<file path="src/rtl/sodor_rand_instr_gen.sv">
`default_nettype none
// ============================================================================
// Module   : sodor_rand_instr_gen
// Purpose  : Seeded random RV32I instruction source for the core imem
//            response path. Emits WARMUP NOPs, NUM_INSTR random words
//            (I-type / load / store / R-type / mixed), then DRAIN NOPs over
//            a valid/ready handshake, then reports done.
// Config   : RAND_RD_NONZERO_EN - random non-store words with rd==0 are
//            emitted with rd=1 instead.
// Revision : 1.0 - initial release
// ============================================================================
module sodor_rand_instr_gen #(
  parameter logic [31:0] SEED         = 32'h0000_02DF,
  parameter int unsigned NUM_INSTR    = 100,
  parameter int unsigned WARMUP_NOPS  = 3,
  parameter int unsigned DRAIN_NOPS   = 5,
  parameter logic [11:0] MEM_IMM_MASK = 12'h03C,
  parameter int unsigned CNT_W        = 16
) (
  input  logic             i_clk,
  input  logic             i_reset,
  input  logic             i_start,
  input  logic [2:0]       i_mode,
  output logic             o_instr_valid,
  input  logic             i_instr_ready,
  output logic [31:0]      o_instr_bits,
  output logic [CNT_W-1:0] o_instr_count,
  output logic             o_busy,
  output logic             o_done
);

  localparam logic [31:0] c_TAPS     = 32'h8020_0003;
  localparam logic [31:0] c_NOP      = 32'h0000_0013;
  localparam logic [31:0] c_SEED_EFF = (SEED == 32'd0) ? 32'd1 : SEED;

  typedef enum logic [2:0] {
    S_IDLE   = 3'd0,
    S_WARMUP = 3'd1,
    S_RUN    = 3'd2,
    S_DRAIN  = 3'd3,
    S_DONE   = 3'd4
  } state_t;

  state_t           r_state;
  state_t           w_state_nxt;
  logic [31:0]      r_lfsr;
  logic [2:0]       r_mode;
  logic [31:0]      r_warm_left;
  logic [31:0]      r_run_left;
  logic [31:0]      r_drain_left;
  logic [CNT_W-1:0] r_count;
  logic             w_valid;
  logic             w_busy;
  logic             w_done;
  logic             w_accept;
  logic [31:0]      w_rand_word;

  // Phases with a zero length are skipped so the next phase starts directly.
  function automatic state_t after_warmup();
    if (NUM_INSTR != 0)       return S_RUN;
    else if (DRAIN_NOPS != 0) return S_DRAIN;
    else                      return S_DONE;
  endfunction

  function automatic state_t after_run();
    return (DRAIN_NOPS != 0) ? S_DRAIN : S_DONE;
  endfunction

  // State register.
  always_ff @(posedge i_clk) begin
    if (!i_reset) r_state <= S_IDLE;
    else          r_state <= w_state_nxt;
  end

  // Next-state and status outputs; a phase ends on accept of its last word.
  always_comb begin
    w_state_nxt = r_state;
    w_valid     = 1'b0;
    w_busy      = 1'b0;
    w_done      = 1'b0;
    case (r_state)
      S_IDLE: begin
        if (i_start) w_state_nxt = (WARMUP_NOPS != 0) ? S_WARMUP : after_warmup();
      end
      S_WARMUP: begin
        w_valid = 1'b1;
        w_busy  = 1'b1;
        if (i_instr_ready && r_warm_left == 32'd1) w_state_nxt = after_warmup();
      end
      S_RUN: begin
        w_valid = 1'b1;
        w_busy  = 1'b1;
        if (i_instr_ready && r_run_left == 32'd1) w_state_nxt = after_run();
      end
      S_DRAIN: begin
        w_valid = 1'b1;
        w_busy  = 1'b1;
        if (i_instr_ready && r_drain_left == 32'd1) w_state_nxt = S_DONE;
      end
      S_DONE: begin
        w_done = 1'b1;
      end
      default: w_state_nxt = S_IDLE;
    endcase
  end

  assign w_accept = w_valid && i_instr_ready;

  // Phase counters, mode latch, LFSR and accepted-instruction counter.
  always_ff @(posedge i_clk) begin
    if (!i_reset) begin
      r_lfsr       <= c_SEED_EFF;
      r_mode       <= 3'd0;
      r_warm_left  <= 32'd0;
      r_run_left   <= 32'd0;
      r_drain_left <= 32'd0;
      r_count      <= '0;
    end else begin
      case (r_state)
        S_IDLE: begin
          if (i_start) begin
            r_mode       <= (i_mode > 3'd4) ? 3'd0 : i_mode;
            r_warm_left  <= 32'(WARMUP_NOPS);
            r_run_left   <= 32'(NUM_INSTR);
            r_drain_left <= 32'(DRAIN_NOPS);
          end
        end
        S_WARMUP: if (w_accept) r_warm_left <= r_warm_left - 32'd1;
        S_RUN: begin
          if (w_accept) begin
            r_run_left <= r_run_left - 32'd1;
            r_lfsr     <= (r_lfsr >> 1) ^ (r_lfsr[0] ? c_TAPS : 32'd0);
            if (r_count != {CNT_W{1'b1}}) r_count <= r_count + CNT_W'(1);
          end
        end
        S_DRAIN: if (w_accept) r_drain_left <= r_drain_left - 32'd1;
        default: ;
      endcase
    end
  end

  // Combinational decode of the current LFSR state into an instruction word.
  always_comb begin
    logic [11:0] v_imm;
    logic [11:0] v_mimm;
    logic [11:0] v_iimm;
    logic [4:0]  v_rd;
    logic [2:0]  v_f3;
    logic [2:0]  v_st_f3;
    logic [6:0]  v_f7;
    logic [2:0]  v_kind;
    v_imm   = r_lfsr[31:20];
    v_f3    = r_lfsr[14:12];
    v_rd    = r_lfsr[11:7];
`ifdef RAND_RD_NONZERO_EN
    if (v_rd == 5'd0) v_rd = 5'd1;
`endif
    v_mimm  = v_imm & MEM_IMM_MASK;
    v_iimm  = (v_f3 == 3'd5) ? (v_imm & 12'h41F) :
              (v_f3 == 3'd1) ? (v_imm & 12'h01F) : v_imm;
    v_st_f3 = (r_lfsr[13:12] == 2'b11) ? 3'd2 : {1'b0, r_lfsr[13:12]};
    v_f7    = ((v_f3 == 3'd0 || v_f3 == 3'd5) && r_lfsr[30]) ? 7'h20 : 7'h00;
    v_kind  = (r_mode == 3'd4) ? {1'b0, r_lfsr[1:0]} : r_mode;
    case (v_kind)
      3'd1:    w_rand_word = {v_mimm, 5'd0, r_lfsr[14], 2'b00, v_rd, 7'h03};
      3'd2:    w_rand_word = {v_mimm[11:5], r_lfsr[24:20], 5'd0, v_st_f3, v_mimm[4:0], 7'h23};
      3'd3:    w_rand_word = {v_f7, r_lfsr[24:20], r_lfsr[19:15], v_f3, v_rd, 7'h33};
      default: w_rand_word = {v_iimm, r_lfsr[19:15], v_f3, v_rd, 7'h13};
    endcase
  end

  assign o_instr_valid = w_valid;
  assign o_instr_bits  = (r_state == S_RUN) ? w_rand_word : c_NOP;
  assign o_instr_count = r_count;
  assign o_busy        = w_busy;
  assign o_done        = w_done;

endmodule
`default_nettype wire

</file>
<file path="config.mk">
export PLATFORM = sky130hd
export DESIGN_NAME = sodor_rand_instr_gen
export DESIGN_NICKNAME = d
export VERILOG_FILES = /design/src/rtl/sodor_rand_instr_gen.sv
export SDC_FILE = /design/constraint.sdc
export NUM_CORES = 1
export LEC_CHECK = 0
export BUFFER_PORTS_ARGS = -buffer_cell sky130_fd_sc_hd__buf_2
export CAP_MARGIN = 20
export CORE_UTILIZATION = 60
export CTS_CLUSTER_DIAMETER = 80
export DETAILED_ROUTE_END_ITERATION = 6
export PLACE_DENSITY = 0.8
export SYNTH_ARGS = -nofsm -noshare
export SYNTH_HDL_FRONTEND = slang
export SYNTH_SLANG_ARGS = --single-unit
</file>
<file path="constraint.sdc">
create_clock -name i_clk -period 4.8 [get_ports i_clk]
set_input_delay 0.96 -clock i_clk [delete_from_list [all_inputs] [get_ports i_clk]]
set_output_delay 0.96 -clock i_clk [all_outputs]
set_load 0.005 [all_outputs]
</file>
## After elaboration in Yosys (flattened, before gate mapping)

Cells that the tools add are included.

| cells by class | value |
|---|---|
| $add $sub $neg | 4 |
| order comparisons | 1 |
| eq/ne operators | 22 |
| muxes and demuxes | 25 |
| bitwise operators | 2 |
| reductions and logical operators | 19 |

Operators with widths:

| kind | count |
|---|---|
| 2-to-1 mux 32 bit | 8 |
| one-hot mux 32 bit (2 select lines) | 3 |
| equality test 32 x 1 -> 1 bit, second input constant | 3 |
| one-hot mux 32 bit (3 select lines) | 1 |
| subtractor 32 x 1 -> 32 bit, second input constant | 3 |
| XOR 31 x 32 -> 32 bit | 1 |
| 2-to-1 mux 12 bit | 2 |
| 2-to-1 mux 3 bit | 6 |
| adder 16 x 1 -> 16 bit, second input constant | 1 |
| != test 16 bit, second input constant | 1 |
| one-hot mux 3 bit (5 select lines) | 1 |
| != test 2 bit, second input constant | 7 |
| equality test 3 x 2 -> 1 bit, second input constant | 4 |
| AND reduction 3 bit | 4 |
| equality test 3 x 1 -> 1 bit, second input constant | 3 |
| equality test 3 bit, second input constant | 3 |
| logical NOT 3 bit | 2 |
| 2-to-1 mux 6 bit | 1 |
| nonzero test 2 bit | 3 |
| logical AND 1 bit | 5 |
| AND reduction 5 bit | 1 |
| AND reduction 2 bit | 2 |
| greater-than comparator 3 bit, second input constant | 1 |
| OR reduction 3 bit | 1 |
| 5 further kinds | 6 |

| word-level totals | value |
|---|---|
| register bits | 150 |
| input bits | 7 |
| output and inout bits | 51 |
| word-level logic and storage cells | 80 |

## Logic depth before layout (Yosys ltp)

Gate-level depths: netlist of run 1.

| logic depth | value |
|---|---|
| depth in word-level cells | 6 |
| mapped depth | 8 |
| depth with buffers taken out | 7 |

## Least setup slack after synthesis of run 1

No wires, ideal clock.

| timing path | value |
|---|---|
| path kind | input-to-reg |
| start point | in i_start |
| end point | reg r_drain_left[29] |
| library setup time | 128 ps |
| arrival time | 2631 ps |
| slack | 2041 ps |
| stages on the path | 7 |
| path buffers | 2 |
| path through | or4b_2 > clkbuf_1 > a211o_1 > clkbuf_1 > nor4_1 > xnor2_1 > nor2_1 |

| on the way | value |
|---|---|
| cells in the longest elaborated chain, start to end | 2 |

RTL lines:

| what | RTL line | source |
|---|---|---|
| from (decl) | 22 | `input logic i_start,` |
| != test 2 bit (no line) | - |  |
| AND reduction 3 bit (no line) | - |  |
| to (signal assigned) | 125 | `r_drain_left <= 32'(DRAIN_NOPS);` |
| to (signal assigned) | 136 | `S_DRAIN: if (w_accept) r_drain_left <= r_drain_left - 32'd1;` |
| to (decl) | 50 | `logic [31:0] r_drain_left;` |

No other way between the ends.
A chain may end at the register's enable or synchronous reset.

## Final worst setup path of run 1

| timing path | value |
|---|---|
| start point | reg r_state[1] |
| end point | out o_instr_bits[28] |

| on the way | value |
|---|---|
| cells in the longest elaborated chain, start to end | 2 |

RTL lines:

| what | RTL line | source |
|---|---|---|
| from (decl) | 44 | `state_t r_state;` |
| from (signal assigned) | 72 | `else r_state <= w_state_nxt;` |
| equality test 3 x 2 -> 1 bit | 173 | `assign o_instr_bits = (r_state == S_RUN) ? w_rand_word : c_NOP;` |
| 2-to-1 mux 32 bit | 173 |  |
| to (decl) | 26 | `output logic [31:0] o_instr_bits,` |

No other way between the ends.

==> results of run 1 <==
[final cells by class]
type                    count  area, µm²
clock inverters            11        103
clock buffers              21        460
repair buffers             59        313
fillers                   935       3540
inverters                  13       48.8
flip-flops and latches    150       3000
multi-input cells         655       3870
well taps                 143        179
[per-layer routing]
layer / vias up / track usage [%]
met5: - / 0
met4: 0 / 9.73
met3: 24 / 7.82
met2: 140 / 43.5
met1: 2915 / 32.3
li1: 3058 / -
[cell usage after synthesis, types with 7 or more instances]
library cell	instances	share of area, %
a21oi_1	51	3.6
and2_1	13	1.1
and3_1	12	1.0
clkbuf_1	46	2.4
dfxtp_1	150	42
ha_1	7	1.2
inv_1	13	0.68
nand2_1	80	4.2
nand2b_1	11	0.96
nand3_1	22	1.5
nand3b_1	7	0.73
nand4_1	7	0.61
nor2_1	127	6.7
nor3_1	33	2.3
nor3b_1	7	0.73
nor4_1	57	5.0
o21ai_0	21	1.5
or3_1	24	2.1
or4_1	16	1.7
xnor2_1	79	9.7
xor2_1	16	2.0
[critical path, delay by kind of cell (launching register included)]
family                 cells  cell delay, ns
DFF                        1            0.60
and+or+nand+nor            4            1.35
buffers and inverters      1            0.11
[sequential cells by signal, indices dropped and copies added, names as in the netlist]
name and count:
r_drain_left 32, r_lfsr 32, r_run_left 32, r_warm_left 32
o_instr_count 16, r_mode 3, r_state 3
[power by group through the flow]
stage                     clock [µW]  sequential (µW)  combinational, µW
final                           1260             1740               2100
after global routing            1340             1780               2340
after CTS                       1280             1740               2080
after detailed placement           0             1750               2050
after global placement             0             1730               1960
after floorplan                    0             1670               1810
[metrics by stage]
stage | setup slack, ns | hold WS (ns) | utilization, %
after floorplan | 2.04 | 0.432 | -
after global placement | 1.62 | 0.438 | 64.4
after detailed placement | 1.52 | 0.448 | 64.4
after CTS | 1.34 | 0.455 | 69.3
after global routing | 1.10 | 0.486 | 69.3
final | 1.33 | 0.453 | 69.3
[kinds of logic (layout without fill, tap and decap cells)]
family,after synthesis,in the layout,share of synthesized area [%]
and+or+nand+nor,446,446,32.1
DFF,150,150,42.0
AOI/OAI and AO/OA,95,95,7.62
xor gates and xnor gates,95,95,11.6
buffers and inverters,74,104,4.34
adders and majority gates,7,7,1.22
muxes,7,7,1.01
other,2,5,0.105
[path summary, 6_finish.rpt]
path / start / to / slack, ns
max: r_state[1] / o_instr_bits[28] / 1.33
min: r_lfsr[6] / r_lfsr[5] / 0.45
max reg2reg: r_warm_left[3] / r_warm_left[26] / 1.95
min reg2reg: r_lfsr[6] / r_lfsr[5] / 0.45
==> key figures, run 1 <==
Status
  – Status: complete, but fails checks
  – Violated checks: DRC

Route
  – Residual DRC: 2
  – Highest metal used: met4
  – Routed len/inst: 14.8 µm
  – Vias per cell: 5.83
  – DR pass1 iterations: 7
  – Antenna Nets Post-Route: 0
  – WL met1: 7060 µm
  – Via count: 6137
  – Met2 wire len: 7540 µm
  – DR iter-0 viols: 472
  – Met3 routed WL: 751 µm
  – Total routed wirelength: 15600 µm

Global routing
  – Largest net degree at the start of global routing: 37
  – Total Routing Usage GR: 26.3%
  – Initial antenna violation count: 0
  – First-pass GRT wire length: 26500 µm
  – Overflow after GRT: 0
  – Vias in the first global route: 5791

Critical path
  – Crit path kind: reg -> out
  – Crit. End Element: primary output
  – Worst reg2reg path depth: 5
  – Data arrival time at the worst-slack endpoint: 2.51 ns
  – Worst stage delay on the critical path: 0.60 ns
  – Crit-path slowest cell: dfxtp_1
  – CP startpoint kind: register
  – Crit-path max FO: 16
  – Cells along the critical path: nor2b_1 -> nand2b_1 -> nor3b_1 -> and2_1 -> buf_2
  – Critical path required time: 3.84 ns

STA
  – Setup_tns: 0 ns
  – Worst-margin pin slew: 0.953 ns
  – RSZ-0062 raised after global routing: no
  – F_max: 0.288 GHz
  – Period minus WS final: 3.47 ns
  – Hold Violations, Final: 0
  – Final Cycle Share: 72.3%
  – Clk_skew: 0.00751 ns
  – Setup Viol. Count Final: 0
  – Pins Over Slew Limit: 0
  – Rel. slew slack: 35.9%

Die
  – DIE HEIGHT: 111 µm
  – Num rows: 39
  – Starting Density: 62.1%
  – DIE AREA: 12400 µm²
  – IO Count: 58
  – Core area: 11500 µm²
  – Die Wd: 111 µm

Final layout
  – Non-Filler Instances: 1052
  – Antenna diodes: 0
  – Final nets: 910
  – Layout cells sized above 1: 11.6%
  – Fin area: 7980 µm²
  – Synth-to-Final Area Change: 11.5%
  – Most common cell after layout, fill and taps aside: dfxtp_1
  – Commonest cells after routing, fill and taps aside: dfxtp_1 (150), nor2_1 (127), nand2_1 (79), xnor2_1 (79), nor4_1 (57)

Synthesis
  – Mapped cell area: 7160 µm²
  – Post-synth EDFFs: 0
  – Synth Register Bits: 150
  – Synth cell types: 55
  – Top_reg_cell synth: dfxtp_1
  – Mapped Cells: 876
  – Post-synthesis sequential area ratio: 42.0%
  – Avg Inst Size Synth: 8.17 µm²
  – Yosys warning count: 0
  – Async S/R FF share, synth: 0%

Clocking
  – Post-CTS Hold Buffers: 0
  – Clock Latency Late Sink: 0.43 ns
  – CTS Sinks: 150
  – CTS root buf: clkbuf_16
  – Post-CTS Resized: 0
  – CTS tree: done
  – H-tree levels: 4
  – Setup bufs post-CTS: 0
  – Clock-pin slew on the worst setup and hold paths: 0.06 ns
  – CTS Buffer Depth: 2
  – Num CTS Buffers: 17

Pwr
  – Sw Pwr: 2020 µW
  – P_int: 3080 µW
  – Clock share of power: 24.7%
  – Sequential cell fraction of total power: 34.2%
  – Max VDD drop: 0.335 mV
  – Total Power: 5100 µW
  – PwrDens: 639 nW/µm²
  – Comb power frac: 41.1%
  – Switching Share: 39.7%
  – P_leak: 0.00307 µW

Worst hold path
  – Hold Path Class: reg -> reg
  – Worst Hold Depth: 2

Placed design
  – Placed cell count: 1020
  – Dpl hpwl: 9930 µm
  – Final RePlAce weighted congestion: 0.846
  – Buffers added on ports: 52
  – Area after DPL: 7420 µm²

Run
  – Max_cap viols: 0
Note: power is estimated with default switching activity, not from simulation.
==> inputs of run 2 (changes only) <==
CORE_UTILIZATION = 54   (was 60)
PLACE_DENSITY = 0.76   (was 0.8)
clock period = 2.9 ns   (was 4.8 ns; I/O delays follow)
==> run 2 against run 1 <==
Net effect:
- the flow now finishes without violations
- first-iteration DRC count decreased by 4.7%
- cell area is 2.5% higher
- cell count rose by 4.5%
- utilization decreased by 5.3 points
- critical path type unchanged
- critical endpoint is now o_instr_bits[7]
- largest cell class unchanged
==> key figures, run 2 (same netlist as run 1, synthesis figures left out) <==
Placed design
  – Dpl hpwl: 9380 µm
  – Place WS: 0.367 ns
  – Area after DPL: 7590 µm²
  – Buffers added on ports: 52
  – Final RePlAce weighted congestion: 0.843

Clocking
  – CTS tree: done
  – CTS Sinks: 150
  – Num CTS Buffers: 17
  – Clock Latency Late Sink: 0.43 ns
  – Setup bufs post-CTS: 0
  – CTS root buf: clkbuf_16
  – CTS Buffer Depth: 2
  – Clock-pin slew on the worst setup and hold paths: 0.07 ns
  – H-tree levels: 4

Final layout
  – Antenna diodes: 0
  – Fillers: 1065
  – Layout cells sized above 1: 13.6%
  – Fin area: 8180 µm²
  – Most common cell after layout, fill and taps aside: dfxtp_1
  – Commonest cells after routing, fill and taps aside: dfxtp_1 (150), nor2_1 (127), nand2_1 (79), xnor2_1 (79), nor4_1 (57)
  – Final nets: 928
  – Synth-to-Final Area Change: 14.3%

STA
  – Hold Violations, Final: 0
  – F_max: 0.380 GHz
  – Setup Viol. Count Final: 0
  – Final setup margin: 0.265 ns
  – Setup_tns: 0 ns
  – Rel. slew slack: 57.4%
  – Worst-margin pin slew: 0.633 ns
  – Clk_skew: 0.00891 ns
  – Final Cycle Share: 90.8%
  – Period minus WS final: 2.63 ns
  – RSZ-0062 raised after global routing: no
  – Pins Over Slew Limit: 0

Route
  – DR pass1 iterations: 4
  – DR iter-0 viols: 450
  – Via count: 5999
  – Vias per cell: 5.46
  – Antenna Nets Post-Route: 0
  – Residual DRC: 0
  – Total routed wirelength: 14300 µm
  – Routed len/inst: 13.0 µm

Global routing
  – Total Routing Usage GR: 22.2%
  – Vias in the first global route: 5395
  – Largest net degree at the start of global routing: 50
  – Overflow after GRT: 0
  – First-pass GRT wire length: 24300 µm
  – Initial antenna violation count: 0

Run
  – Max_cap viols: 0

Die
  – DIE AREA: 13700 µm²
  – IO Count: 58
  – Core area: 12800 µm²
  – Die Wd: 117 µm
  – DIE HEIGHT: 117 µm
  – Num rows: 41
  – Starting Density: 56.0%

Critical path
  – Crit-path max FO: 16
  – Crit path kind: reg -> out
  – CP startpoint kind: register
  – Crit. End Element: primary output
  – Critical path required time: 2.32 ns
  – Data arrival time at the worst-slack endpoint: 2.05 ns

Pwr
  – Max VDD drop: 0.486 mV
  – PwrDens: 1050 nW/µm²
  – Total Power: 8580 µW
  – P_leak: 0.00317 µW

Status
  – Status: finished clean

Worst hold path
  – Hold Path Class: reg -> reg
## run 2: what timing repair did
item,in CTS,in global routing
setup endpoints to repair,0,5
gates resized for setup,0,1
hold buffers,0,0
endpoints found under the hold margin,0,0
## run 2: layout make-up
type                    count  area (µm²)  area share (%)
multi-input cells         655        3880            47.4
inverters                  13        48.8           0.597
well taps                 172         215            2.63
flip-flops and latches    150        3000            36.7
clock buffers              17         425            5.20
clock inverters            15         160            1.96
repair buffers             77         448            5.48
## run 2: routing by layer
layer	GRT usage (%)	part of all wire (%)	vias up	routed length (µm)
li1	-	-	3092	-
met1	28.9	49	2795	7010
met2	36.0	46	97	6600
met3	6.18	4.0	15	578
met4	6.58	1.0	0	146
met5	0	0	-	0
## run 2: worst max-delay path, cell delays in order, from the launching register on
cell,delay [ns]
dfxtp_1,0.61
nor2b_1,0.23
nand2b_1,0.11
buf_4,0.18
nor2_1,0.21
and2_1,0.16
buf_2,0.11
## run 2: per-stage QoR
stage	cells	hold WS, ns	utilization, %
floorplan	879	0.432	-
global placement	1067	0.442	59.4
detailed placement	1067	0.454	59.4
CTS	1099	0.464	64.0
global route	1099	0.482	64.0
finish	1099	0.458	64.0
## run 2: path summary, 6_finish.rpt
| kind | start | to | slack [ns] | cells after the start |
|---|---|---|---|---|
| worst max-delay path | r_state[1] | o_instr_bits[7] | 0.27 | 6 |
| worst min-delay path | r_lfsr[6] | r_lfsr[5] | 0.46 | 2 |
| worst max register to register | r_warm_left[8] | r_warm_left[26] | 0.37 | 5 |
| worst min register to register | r_lfsr[6] | r_lfsr[5] | 0.46 | 2 |
## run 2: report_power, final
| part | switching [µW] | total, µW | internal, µW |
|---|---|---|---|
| sequential | 406 | 2860 | 2450 |
| clock | 965 | 2190 | 1220 |
| combinational | 1980 | 3530 | 1560 |
| total | 3350 | 8580 | 5230 |
==> inputs of run 3 (changes only) <==
CELL_PAD_IN_SITES_DETAIL_PLACEMENT = 1   (was default)
CELL_PAD_IN_SITES_GLOBAL_PLACEMENT = 1   (was default)
CORE_UTILIZATION = 41   (was 54)
PLACE_DENSITY = default   (was 0.76)
PLACE_DENSITY_LB_ADDON = 0.1   (was default)
==> run 3 against run 2 <==
Net effect:
- die area rose by 31%
- first-iteration DRC count fell by 32%
- cell area rose by 1.5%
- register-to-register slack got worse by 0.07 ns
==> key figures, run 3 (same netlist as run 1, synthesis figures left out) <==
Route
  – Residual DRC: 0
  – Via count: 6296
  – Vias per cell: 5.49
  – DR iter-0 viols: 305
  – Antenna Nets Post-Route: 0
  – Total routed wirelength: 18300 µm
  – Routed len/inst: 16.0 µm
  – DR pass1 iterations: 4

Critical path
  – Crit. End Element: primary output
  – Critical path required time: 2.32 ns
  – Data arrival time at the worst-slack endpoint: 2.06 ns
  – CP startpoint kind: register
  – Crit-path max FO: 9
  – Crit path kind: reg -> out

Clocking
  – CTS tree: done
  – CTS Sinks: 150
  – Num CTS Buffers: 17
  – Clock Latency Late Sink: 0.42 ns
  – H-tree levels: 4
  – CTS root buf: clkbuf_16
  – Clock-pin slew on the worst setup and hold paths: 0.06 ns
  – Post-CTS Resized: 0
  – Setup bufs post-CTS: 0
  – Post-CTS Hold Buffers: 0
  – CTS Buffer Depth: 2

Pwr
  – Max VDD drop: 0.587 mV
  – Switching Share: 38.0%
  – Sw Pwr: 3460 µW
  – P_int: 5630 µW
  – Clock share of power: 27.1%
  – PwrDens: 1100 nW/µm²
  – Sequential cell fraction of total power: 31.7%
  – Total Power: 9090 µW
  – Comb power frac: 41.2%
  – P_leak: 0.00321 µW

Global routing
  – Overflow after GRT: 0
  – First-pass GRT wire length: 31100 µm
  – Initial antenna violation count: 0
  – Total Routing Usage GR: 21.3%
  – Vias in the first global route: 6526
  – Largest net degree at the start of global routing: 36

STA
  – Rel. slew slack: 51.0%
  – Worst-margin pin slew: 0.734 ns
  – Setup Viol. Count Final: 0
  – Hold slack: 0.465 ns
  – RSZ-0062 raised after global routing: no
  – Setup_tns: 0 ns
  – Pins Over Slew Limit: 0
  – Final Cycle Share: 91.1%
  – F_max: 0.379 GHz
  – Period minus WS final: 2.64 ns
  – Hold Violations, Final: 0
  – Clk_skew: 0.00721 ns

Final layout
  – Synth-to-Final Area Change: 16.0%
  – Antenna diodes: 0
  – Layout cells sized above 1: 13.2%
  – Fin area: 8300 µm²
  – Final nets: 928
  – Commonest cells after routing, fill and taps aside: dfxtp_1 (150), nor2_1 (127), nand2_1 (79), xnor2_1 (79), nor4_1 (57)
  – Most common cell after layout, fill and taps aside: dfxtp_1

Die
  – DIE AREA: 18000 µm²
  – DIE HEIGHT: 134 µm
  – IO Count: 58
  – Starting Density: 42.6%
  – Num rows: 47
  – Core area: 16800 µm²
  – Die Wd: 134 µm

Placed design
  – Final RePlAce weighted congestion: 0.831
  – Dpl hpwl: 12300 µm
  – Area after DPL: 7650 µm²
  – Buffers added on ports: 52

Worst hold path
  – Hold Path Class: reg -> reg

Status
  – Status: finished clean

Run
  – Max_cap viols: 0
[run 3: critical path, stage by stage (launching register included)]
cell and delay [ns]:
dfxtp_1 0.46, nand3b_1 0.14, o21a_1 0.18, nor2_1 0.41
nor2_1 0.14, and2_1 0.19, buf_2 0.12
[run 3: layout make-up]
class                      instances  area, µm²
fill                            2041       8510
multi-input combinational        655       3870
sequential                       150       3000
clock buffer                      23        488
timing repair buffer              77        448
tap                              220        275
clock inverter                     8        169
inverter                          13       48.8
[run 3: worst paths after layout]
kind,slack [ns],depth (start not counted),from,endpoint
max,0.26,6,r_mode[2],o_instr_bits[7]
min,0.47,2,r_lfsr[5],r_lfsr[5]
max reg2reg,0.30,5,r_warm_left[8],r_warm_left[26]
min reg2reg,0.47,2,r_lfsr[5],r_lfsr[5]
[run 3: through the flow]
step,instances,utilization (%),worst slack (ns)
2_1_floorplan,879,-,0.289
3_3_place_gp,1115,45.5,0.358
3_5_place_dp,1115,45.5,0.326
4_1_cts,1146,49.4,0.254
5_1_grt,1146,49.4,0.0984
6_report,1146,49.4,0.258
[run 3: power by group through the flow]
stage	Sequential, µW	Clock, µW	Combinational [µW]
global route	2940	2620	4190
floorplan	2760	0	3000
CTS	2880	2520	3790
global placement	2870	0	3520
finish	2880	2470	3740
detailed placement	2910	0	3720
[run 3: metal layers]
layer | part of all wire, % | vias to the layer above | track usage (%) | wire length, µm
met5 | 0 | - | 0 | 0
met4 | 1.2 | 0 | 7.24 | 225
met3 | 2.3 | 18 | 4.50 | 416
met2 | 50 | 65 | 37.9 | 9220
met1 | 46 | 3121 | 25.4 | 8430
li1 | - | 3092 | - | -
